===== src/rtl/mole_game_pkg.sv =====
// Shared types and helpers for the whack-a-mole engine: FSM states,
// LFSR tap table and saturating counter arithmetic.
package mole_game_pkg;

  typedef enum logic [1:0] {
    IDLE = 2'd0,
    GAP  = 2'd1,
    SHOW = 2'd2
  } state_t;

  // Maximal-length tap masks; bit k set means register bit k feeds the XOR.
  function automatic logic [15:0] lfsr_taps(input int width);
    logic [15:0] taps;
    case (width)
      4:       taps = 16'h000C;
      5:       taps = 16'h0014;
      6:       taps = 16'h0030;
      7:       taps = 16'h0060;
      8:       taps = 16'h00B8;
      9:       taps = 16'h0110;
      10:      taps = 16'h0240;
      11:      taps = 16'h0500;
      12:      taps = 16'h0829;
      13:      taps = 16'h100D;
      14:      taps = 16'h2015;
      15:      taps = 16'h6000;
      16:      taps = 16'hD008;
      default: taps = 16'h0000;
    endcase
    return taps;
  endfunction

  function automatic logic [15:0] sat_inc(input logic [15:0] value,
                                          input logic [15:0] max_value);
    return (value >= max_value) ? max_value : value + 16'd1;
  endfunction

  function automatic logic [15:0] sat_dec(input logic [15:0] value);
    return (value == 16'd0) ? 16'd0 : value - 16'd1;
  endfunction

endpackage


===== src/rtl/lfsr_rng.sv =====
// Free-running Fibonacci LFSR; shifts left every cycle, feedback enters bit 0.
module lfsr_rng
  import mole_game_pkg::*;
#(
  parameter int              WIDTH = 8,
  parameter logic [WIDTH-1:0] SEED = WIDTH'(8'hA5)
) (
  input  logic             clock,
  input  logic             reset,
  output logic [WIDTH-1:0] value
);

  localparam logic [15:0]      TAPS_ALL = lfsr_taps(WIDTH);
  localparam logic [WIDTH-1:0] TAPS     = TAPS_ALL[WIDTH-1:0];

  logic feedback;

  assign feedback = ^(value & TAPS);

  always_ff @(posedge clock) begin
    if (reset) begin
      value <= SEED;
    end else begin
      value <= {value[WIDTH-2:0], feedback};
    end
  end

endmodule


===== src/rtl/mole_game_engine.sv =====
// Whack-a-mole engine: mole picking, show/gap timing, press judging and
// scoring for NUM_MOLES buttons. All outputs are registered.
module mole_game_engine
  import mole_game_pkg::*;
#(
  parameter int                    NUM_MOLES   = 3,
  parameter int                    LFSR_WIDTH  = 8,
  parameter logic [LFSR_WIDTH-1:0] LFSR_SEED   = LFSR_WIDTH'(8'hA5),
  parameter int                    CNT_WIDTH   = 28,
  parameter int                    SCORE_WIDTH = 8
) (
  input  logic                   clock,
  input  logic                   reset,
  input  logic                   game,
  input  logic [NUM_MOLES-1:0]   buttons,
  input  logic [CNT_WIDTH-1:0]   speed,
  input  logic [CNT_WIDTH-1:0]   gap,
  output logic [NUM_MOLES-1:0]   moles,
  output logic [SCORE_WIDTH-1:0] score,
  output logic [SCORE_WIDTH-1:0] miss_count,
  output logic                   hit_pulse,
  output logic                   miss_pulse,
  output logic                   active
);

  localparam int                     IW         = $clog2(NUM_MOLES);
  localparam int                     IWP        = IW + 1;
  localparam logic [IW:0]            MOLE_COUNT = IWP'(NUM_MOLES);
  localparam logic [SCORE_WIDTH-1:0] SCORE_MAX  = '1;

  state_t                 state, state_n;
  logic [CNT_WIDTH-1:0]   timer, timer_n;
  logic [NUM_MOLES-1:0]   moles_n;
  logic [SCORE_WIDTH-1:0] score_n, miss_count_n;
  logic                   hit_n, miss_n, active_n;
  logic [IW-1:0]          prev_idx, prev_idx_n;
  logic [NUM_MOLES-1:0]   btn_q, btn_edge;

  logic [LFSR_WIDTH-1:0]  lfsr_value;
  logic [IW-1:0]          idx_raw, idx_fold, pick_idx;
  logic [IW:0]            idx_step;
  logic [NUM_MOLES-1:0]   pick_onehot;
  logic [SCORE_WIDTH-1:0] score_up, score_down, miss_up;
  logic                   unused_lfsr_bits;

  lfsr_rng #(
    .WIDTH (LFSR_WIDTH),
    .SEED  (LFSR_SEED)
  ) u_rng (
    .clock (clock),
    .reset (reset),
    .value (lfsr_value)
  );

  assign unused_lfsr_bits = ^lfsr_value[LFSR_WIDTH-1:IW];

  // Fold the raw index into range, then step past the previous mole.
  assign idx_raw     = lfsr_value[IW-1:0];
  assign idx_fold    = ({1'b0, idx_raw} >= MOLE_COUNT) ? IW'({1'b0, idx_raw} - MOLE_COUNT)
                                                       : idx_raw;
  assign idx_step    = {1'b0, idx_fold} + IWP'(1);
  assign pick_idx    = (idx_fold != prev_idx) ? idx_fold
                     : (idx_step == MOLE_COUNT) ? '0 : idx_step[IW-1:0];
  assign pick_onehot = NUM_MOLES'(1) << pick_idx;

  assign btn_edge   = buttons & ~btn_q;
  assign score_up   = SCORE_WIDTH'(sat_inc(16'(score), 16'(SCORE_MAX)));
  assign score_down = SCORE_WIDTH'(sat_dec(16'(score)));
  assign miss_up    = SCORE_WIDTH'(sat_inc(16'(miss_count), 16'(SCORE_MAX)));

  always_ff @(posedge clock) begin
    if (reset) begin
      state      <= IDLE;
      timer      <= '0;
      moles      <= '0;
      score      <= '0;
      miss_count <= '0;
      hit_pulse  <= 1'b0;
      miss_pulse <= 1'b0;
      active     <= 1'b0;
      prev_idx   <= '0;
      btn_q      <= '0;
    end else begin
      state      <= state_n;
      timer      <= timer_n;
      moles      <= moles_n;
      score      <= score_n;
      miss_count <= miss_count_n;
      hit_pulse  <= hit_n;
      miss_pulse <= miss_n;
      active     <= active_n;
      prev_idx   <= prev_idx_n;
      btn_q      <= buttons;
    end
  end

  always_comb begin
    state_n      = state;
    timer_n      = timer;
    moles_n      = moles;
    score_n      = score;
    miss_count_n = miss_count;
    hit_n        = 1'b0;
    miss_n       = 1'b0;
    prev_idx_n   = prev_idx;

    if (!game) begin
      state_n = IDLE;
      moles_n = '0;
    end else begin
      case (state)
        IDLE: begin
          moles_n      = '0;
          score_n      = '0;
          miss_count_n = '0;
          timer_n      = gap;
          state_n      = GAP;
        end
        GAP: begin
          moles_n = '0;
          if (timer == '0) begin
            prev_idx_n = pick_idx;
            moles_n    = pick_onehot;
            timer_n    = speed;
            state_n    = SHOW;
          end else begin
            timer_n = timer - CNT_WIDTH'(1);
          end
        end
        SHOW: begin
          if (btn_edge == moles) begin
            score_n = score_up;
            hit_n   = 1'b1;
            moles_n = '0;
            timer_n = gap;
            state_n = GAP;
          end else begin
            // A wrong press on the last cycle still times out below.
            if (btn_edge != '0) begin
              score_n = score_down;
            end
            if (timer == '0) begin
              miss_count_n = miss_up;
              miss_n       = 1'b1;
              moles_n      = '0;
              timer_n      = gap;
              state_n      = GAP;
            end else begin
              timer_n = timer - CNT_WIDTH'(1);
            end
          end
        end
        default: begin
          moles_n = '0;
          state_n = IDLE;
        end
      endcase
    end

    active_n = (state_n != IDLE);
  end

endmodule

===== config.mk =====
export PLATFORM = sky130hd
export DESIGN_NAME = mole_game_engine
export DESIGN_NICKNAME = d
export VERILOG_FILES = /design/src/rtl/mole_game_pkg.sv /design/src/rtl/lfsr_rng.sv /design/src/rtl/mole_game_engine.sv
export SDC_FILE = /design/constraint.sdc
export NUM_CORES = 1
export LEC_CHECK = 0
export ABC_AREA = 1
export BUFFER_PORTS_ARGS = -buffer_cell sky130_fd_sc_hd__buf_4
export CORE_MARGIN = 5
export CORE_UTILIZATION = 52
export DETAILED_ROUTE_END_ITERATION = 7
export GPL_ROUTABILITY_DRIVEN = 0
export HOLD_SLACK_MARGIN = 0.1
export MAX_ROUTING_LAYER = met4
export PLACE_DENSITY_LB_ADDON = 0.05
export SYNTH_ARGS = -nofsm -noshare
export SYNTH_HDL_FRONTEND = slang
export SYNTH_SLANG_ARGS = --single-unit

===== constraint.sdc =====
create_clock -name clock -period 1.7 [get_ports clock]
set_clock_uncertainty 0.05 [all_clocks]
set_input_delay 0 -clock clock [delete_from_list [all_inputs] [get_ports clock]]
set_output_delay 0 -clock clock [all_outputs]
set_load 0.02 [all_outputs]

* Word level (Yosys, flattened, before mapping) *
Cells that the tools add are included.

word-level totals
  input port bits = 62
  word-level logic and storage cells = 76
  register bits after elaboration = 65
  output and inout port bits = 22

operators by class
  $add $sub $neg = 6
  reductions and logical operators = 15
  $lt $le $gt $ge = 3
  multiplexer cells = 27
  bitwise logic cells = 4
  shift-type cells = 1
  eq/ne operators = 9

operator list
  operator                                                               number
  28-bit 2-to-1 mux                                                      3
  28-bit case mux with 3 select lines                                    1
  8-bit 2-to-1 mux                                                       7
  8-bit case mux with 2 select lines                                     2
  28-bit logical NOT                                                     1
  28-bit by 1-bit subtractor with 28-bit output (second input constant)  1
  8-bit by 1-bit adder with 8-bit output (second input constant)         2
  8-bit >= comparator (second input constant)                            2
  2-bit 2-to-1 mux                                                       7
  3-bit 2-to-1 mux                                                       3
  8-bit logical NOT                                                      1
  8-bit parity                                                           1
  8-bit by 1-bit subtractor with 8-bit output (second input constant)    1
  3-bit inequality test (second input constant)                          2
  2-bit case mux with 3 select lines                                     1
  3-bit case mux with 2 select lines                                     1
  3-bit AND reduction                                                    2
  3-bit nonzero test                                                     2
  2-bit inequality test (second input constant)                          2
  4-bit AND reduction                                                    1
  2-bit nonzero test                                                     2
  4-bit OR reduction                                                     1
  2-bit by 1-bit adder with 3-bit output (second input constant)         1
  3-bit bitwise AND                                                      1
  15 further kinds                                                       17

* Depth between registers and ports, before layout *
  depth in word-level cells = 9
  depth in mapped cells = 15

* By module *
Synthesis repeated with hierarchy kept, for this count alone.

unflattened totals
  cell total of the unflattened synthesis = 858
  area, all modules = 5074.9 um^2

by module, submodules not included
  module            times used  seq. area each (um^2)  cells an instance  area each (um^2)
  mole_game_engine  1           1141.1                 821                4799.6
  lfsr_rng          1           160.2                  37                 275.3

* Worst setup path before layout *
No wires, ideal clock.

  path kind = reg-to-reg
  from = register score[0]
  to = register score[5]
  data arrival time = 1.695 ns
  required time = 1.585 ns
  cell stages (with the launch flop) = 12
  slack = -0.110 ns
  path through = dfxtp_1 ha_1 nand3_1 nor2_1 nand2_1 nor3_1 nor2_1 nand2_1 nand2_1 nor2_1 a21oi_1 nor2_1

between the ends
  word-level cells in the longest chain between the ends = 5
  elaborated cells on any way between the ends = 9

ends and longest elaborated chain
  what                                                                              RTL line                 text
  start: declaration                                                                mole_game_engine.sv:19   output logic [SCORE_WIDTH-1:0] score,
  start signal: assignment                                                          mole_game_engine.sv:87   score <= score_n;
  8-bit by 1-bit subtractor with 8-bit output or 8-bit logical NOT (tied branches)  mole_game_pkg.sv:39      return (value == 16'd0) ? 16'd0 : value - 16'd1;
  8-bit 2-to-1 mux                                                                  mole_game_pkg.sv:39
  8-bit 2-to-1 mux                                                                  mole_game_engine.sv:139  if (btn_edge != '0) begin
  8-bit 2-to-1 mux *                                                                mole_game_engine.sv:131  if (btn_edge == moles) begin
  8-bit case mux with 2 select lines *                                              mole_game_engine.sv:111  case (state)

Every way passes the cells marked *; elsewhere a longest branch is shown, timed or not. The select of a mux whose other input is x is not followed.
A chain may end at the register's enable or synchronous reset.

* Worst setup path in the final report *
  from = register timer[25]
  to = register timer[26]

between the ends
  word-level cells in the longest chain between the ends = 4
  elaborated cells on any way between the ends = 6

ends and longest elaborated chain
  what                                                                                 RTL line                 text
  start: declaration                                                                   mole_game_engine.sv:32   logic [CNT_WIDTH-1:0] timer, timer_n;
  start signal: assignment                                                             mole_game_engine.sv:85   timer <= timer_n;
  28-bit by 1-bit subtractor with 28-bit output or 28-bit logical NOT (tied branches)  --
  28-bit 2-to-1 mux                                                                    mole_game_engine.sv:142  if (timer == '0) begin
  28-bit 2-to-1 mux                                                                    mole_game_engine.sv:131
  28-bit case mux with 3 select lines *                                                mole_game_engine.sv:111

Every way passes the cells marked *; elsewhere a longest branch is shown, timed or not.

==> summary.txt <==
min setup slack post-route: -0.338 ns
Hold Crit Endpoint: timer[13]
min-delay src: speed[13]
Area Overhead vs Synth: 63.2%
Worst Setup SP: timer[25]
Avg Cell Area, Syn: 5.99 um^2
P_sw: 1.90 mW
Die ar.: 0.0121 mm^2
Worst Hold Class: input port to flip-flop
WHS Path Cells: 7
total power: 5.18 mW
met2 Use GR: 0.568
Switching Share: 0.366
synth unique cells: 39
Pins Over Slew Limit: 0
status: finished with violations
Worst EP required: 1.96 ns
Fin. Hold Viols: 0
Port Buffer Count: 83
commonest non-fill, non-tap cells in the layout: 198 x nand2_1, 187 x buf_4, 101 x inv_1, 99 x nor2_1, 64 x nand3_1
crit-path most repeated cell: nand2_1
Final setup viols: 47
Slew headroom: 0.674
fillcell total: 525
LEAKAGE: 3.96 nW
CTS tree: built
Max-cap violations: 0
post-synth net total: 941
crit end category: flip-flop
Core Footprint: 0.00973 mm^2
cell area power density: 612 mW/mm^2
period utilization: 1.20
Crit path largest cell delay: 0.36 ns
Via Count: 6977
Peak VDD IR: 0.000634 V
Root Driver: clkbuf_8
Congestion Overflow GR: 0
Worst Path Arrival: 2.29 ns
post-synthesis async set-or-reset flop share: 0
Slowest-stage cell, CP: dfxtp_1
Synth area leaders: dfxtp_1 25%, nand2_1 16%, nor2_1 9.4%
Fmax: 0.491 GHz
combinational share of power: 0.388
share of cells above drive strength 1: 0.381
Clk pin slew, worst setup/hold paths: 0.10 ns
Inserted Diodes: 0
H-tree levels: 3
Main synth FF type: dfxtp_1
drt via density: 5.55
multi-input combinational cell area: 0.00392 mm^2
Worst-Skew Late Latency: 0.39 ns
startpoint types: flip-flop
final core utilization: 0.869
GR Layer Usage met1: 0.342
most common cell after layout, fill and taps aside: nand2_1
r2r endpoint: timer[26]
actual slew at the worst max-slew pin: 0.489 ns
grt peak-use layer: met2
num ports: 84
register area share after synthesis: 0.251
Clock Power Share: 0.284
#FFs+latches synth: 65
Mapped Cells: 866
failing checks: DRC, setup timing
antenna violations before repair: 0
vias in the first global route: 6614
CP Cell Sequence: nor2_2 > nand2_1 > nor2_2 > nand3_2 > nor2_4 > buf_6 > buf_12 > nand3_1 > nand2_1 > inv_1 > nand3_1 > nand2_1 > a21oi_1
RSZ-0062 raised after global routing: yes
first-pass GRT wire length: 30100 um
Die X: 110 um
Die Height: 110 um
CTS sink cnt: 65
Post-synth EDFFs: 0
residual DRC count: 22
Final nets: 1193
Final ANT Viol Nets: 0
worst-case reg-to-reg path depth: 13
CTS max path bufs: 2
sequential fraction of design power: 0.328
total CTS buffers: 9
Int Pwr: 3.28 mW
top cell type's share of synthesized area: 0.251
DR pass1 iterations: 8
Yosys top cell by area: dfxtp_1
worst reg2reg path startpoint: timer[25]
register area: 0.00133 mm^2
Cell Rows: 36
dpl hpwl: 11700 um
R2R Setup Slk: -0.34 ns
Synth warnings: 0
Initial Utilization: 0.533
Tot GR Track Use: 0.323
met3 usage: 0.0728
Synth Cell Area: 0.00518 mm^2
Setup CP Type: flip-flop to flip-flop
Iter 0 DRT Violations: 724
detailed-route wire length: 21000 um
CP Max Fanout: 8
routed len/inst: 16.7 um
Tmin final: 2.04 ns
largest net degree at the start of global routing: 36
==> metrics by stage <==
step	cell area [um^2]	instances	setup WS, ns	setup TNS [ns]	hold slack, ns
CTS	7820	1240	-0.0722	-1.85	0.108
global route	8460	1256	-0.414	-11.47	0.164
detailed placement	6640	1151	-0.211	-5.20	0.179
finish	8460	1256	-0.338	-7.44	0.172
floorplan	5200	866	0.00688	0	0.0570
global placement	6640	1151	-0.144	-3.09	0.162
==> kinds of logic after synthesis <==
kind of cell,count (synthesis),share of synthesized area
and+or+nand+nor,502,0.430
buffers and inverters,154,0.127
AOI/OAI and AO/OA,104,0.114
DFF,65,0.251
xor gates and xnor gates,28,0.0473
adders and majority gates,13,0.0314
==> cell usage after synthesis (11+ instances only) <==
cell type	count
xnor2_1	11
nor2_2	11
ha_1	13
xor2_1	17
clkbuf_1	17
inv_1	115
nor2_1	130
o21ai_0	26
dfxtp_1	65
a21oi_2	12
nand3_1	89
nand2_1	223
nand3_2	19
a21oi_1	54
==> state kept, by name, indices dropped and copies added, names as in the netlist <==
name / flops
u_rng.value: 8
moles: 3
active: 1
score: 8
state: 2
hit_pulse: 1
btn_q: 3
timer: 28
prev_idx: 2
miss_pulse: 1
miss_count: 8
==> power groups by stage <==
stage	registers, mW	clock network (mW)	logic, mW
3_3_place_gp	1.71	0	1.44
4_1_cts	1.68	1.48	1.71
2_1_floorplan	1.73	0	0.822
5_1_grt	1.71	1.54	2.14
6_report	1.70	1.47	2.01
3_5_place_dp	1.71	0	1.47
==> worst max-delay path, delay by kind of cell (launching register included) <==
family / cells / cell delay [ns]
and+or+nand+nor: 9 / 1.10
AOI/OAI and AO/OA: 1 / 0.18
buffers and inverters: 3 / 0.29
DFF: 1 / 0.36
==> per-layer routing <==
metal,vias to the layer above,part of all wire,wire (um)
li1,3243,-,-
met1,3214,0.37,7670
met2,395,0.51,10600
met3,125,0.074,1570
met4,0,0.054,1150
met5,-,0,0
==> worst max-delay path by stage <==
stage	endpoint	cells after the start
after global routing	timer[26]	13
after global placement	timer[22]	13
final	timer[26]	13
after floorplan	timer[10]	9
after detailed placement	timer[25]	12
after CTS	timer[14]	13
==> what timing repair did <==
| item | CTS | global route |
|---|---|---|
| hold buffers | 63 | 0 |
| pin swaps | 23 | 47 |
| resized for setup | 67 | 143 |
| setup buffers | 7 | 13 |
| setup endpoints to repair | 51 | 52 |
| endpoints found under the hold margin | 56 | 0 |
| gates cloned | 3 | 3 |
==> area by class of cell <==
class	count	area share
clock buffer	11	0.0179
multi-input combinational	652	0.463
clock inverter	5	0.00740
sequential	65	0.157
tap	133	0.0197
timing repair buffer	271	0.280
inverter	119	0.0546
(Power assumes the default switching activity.)
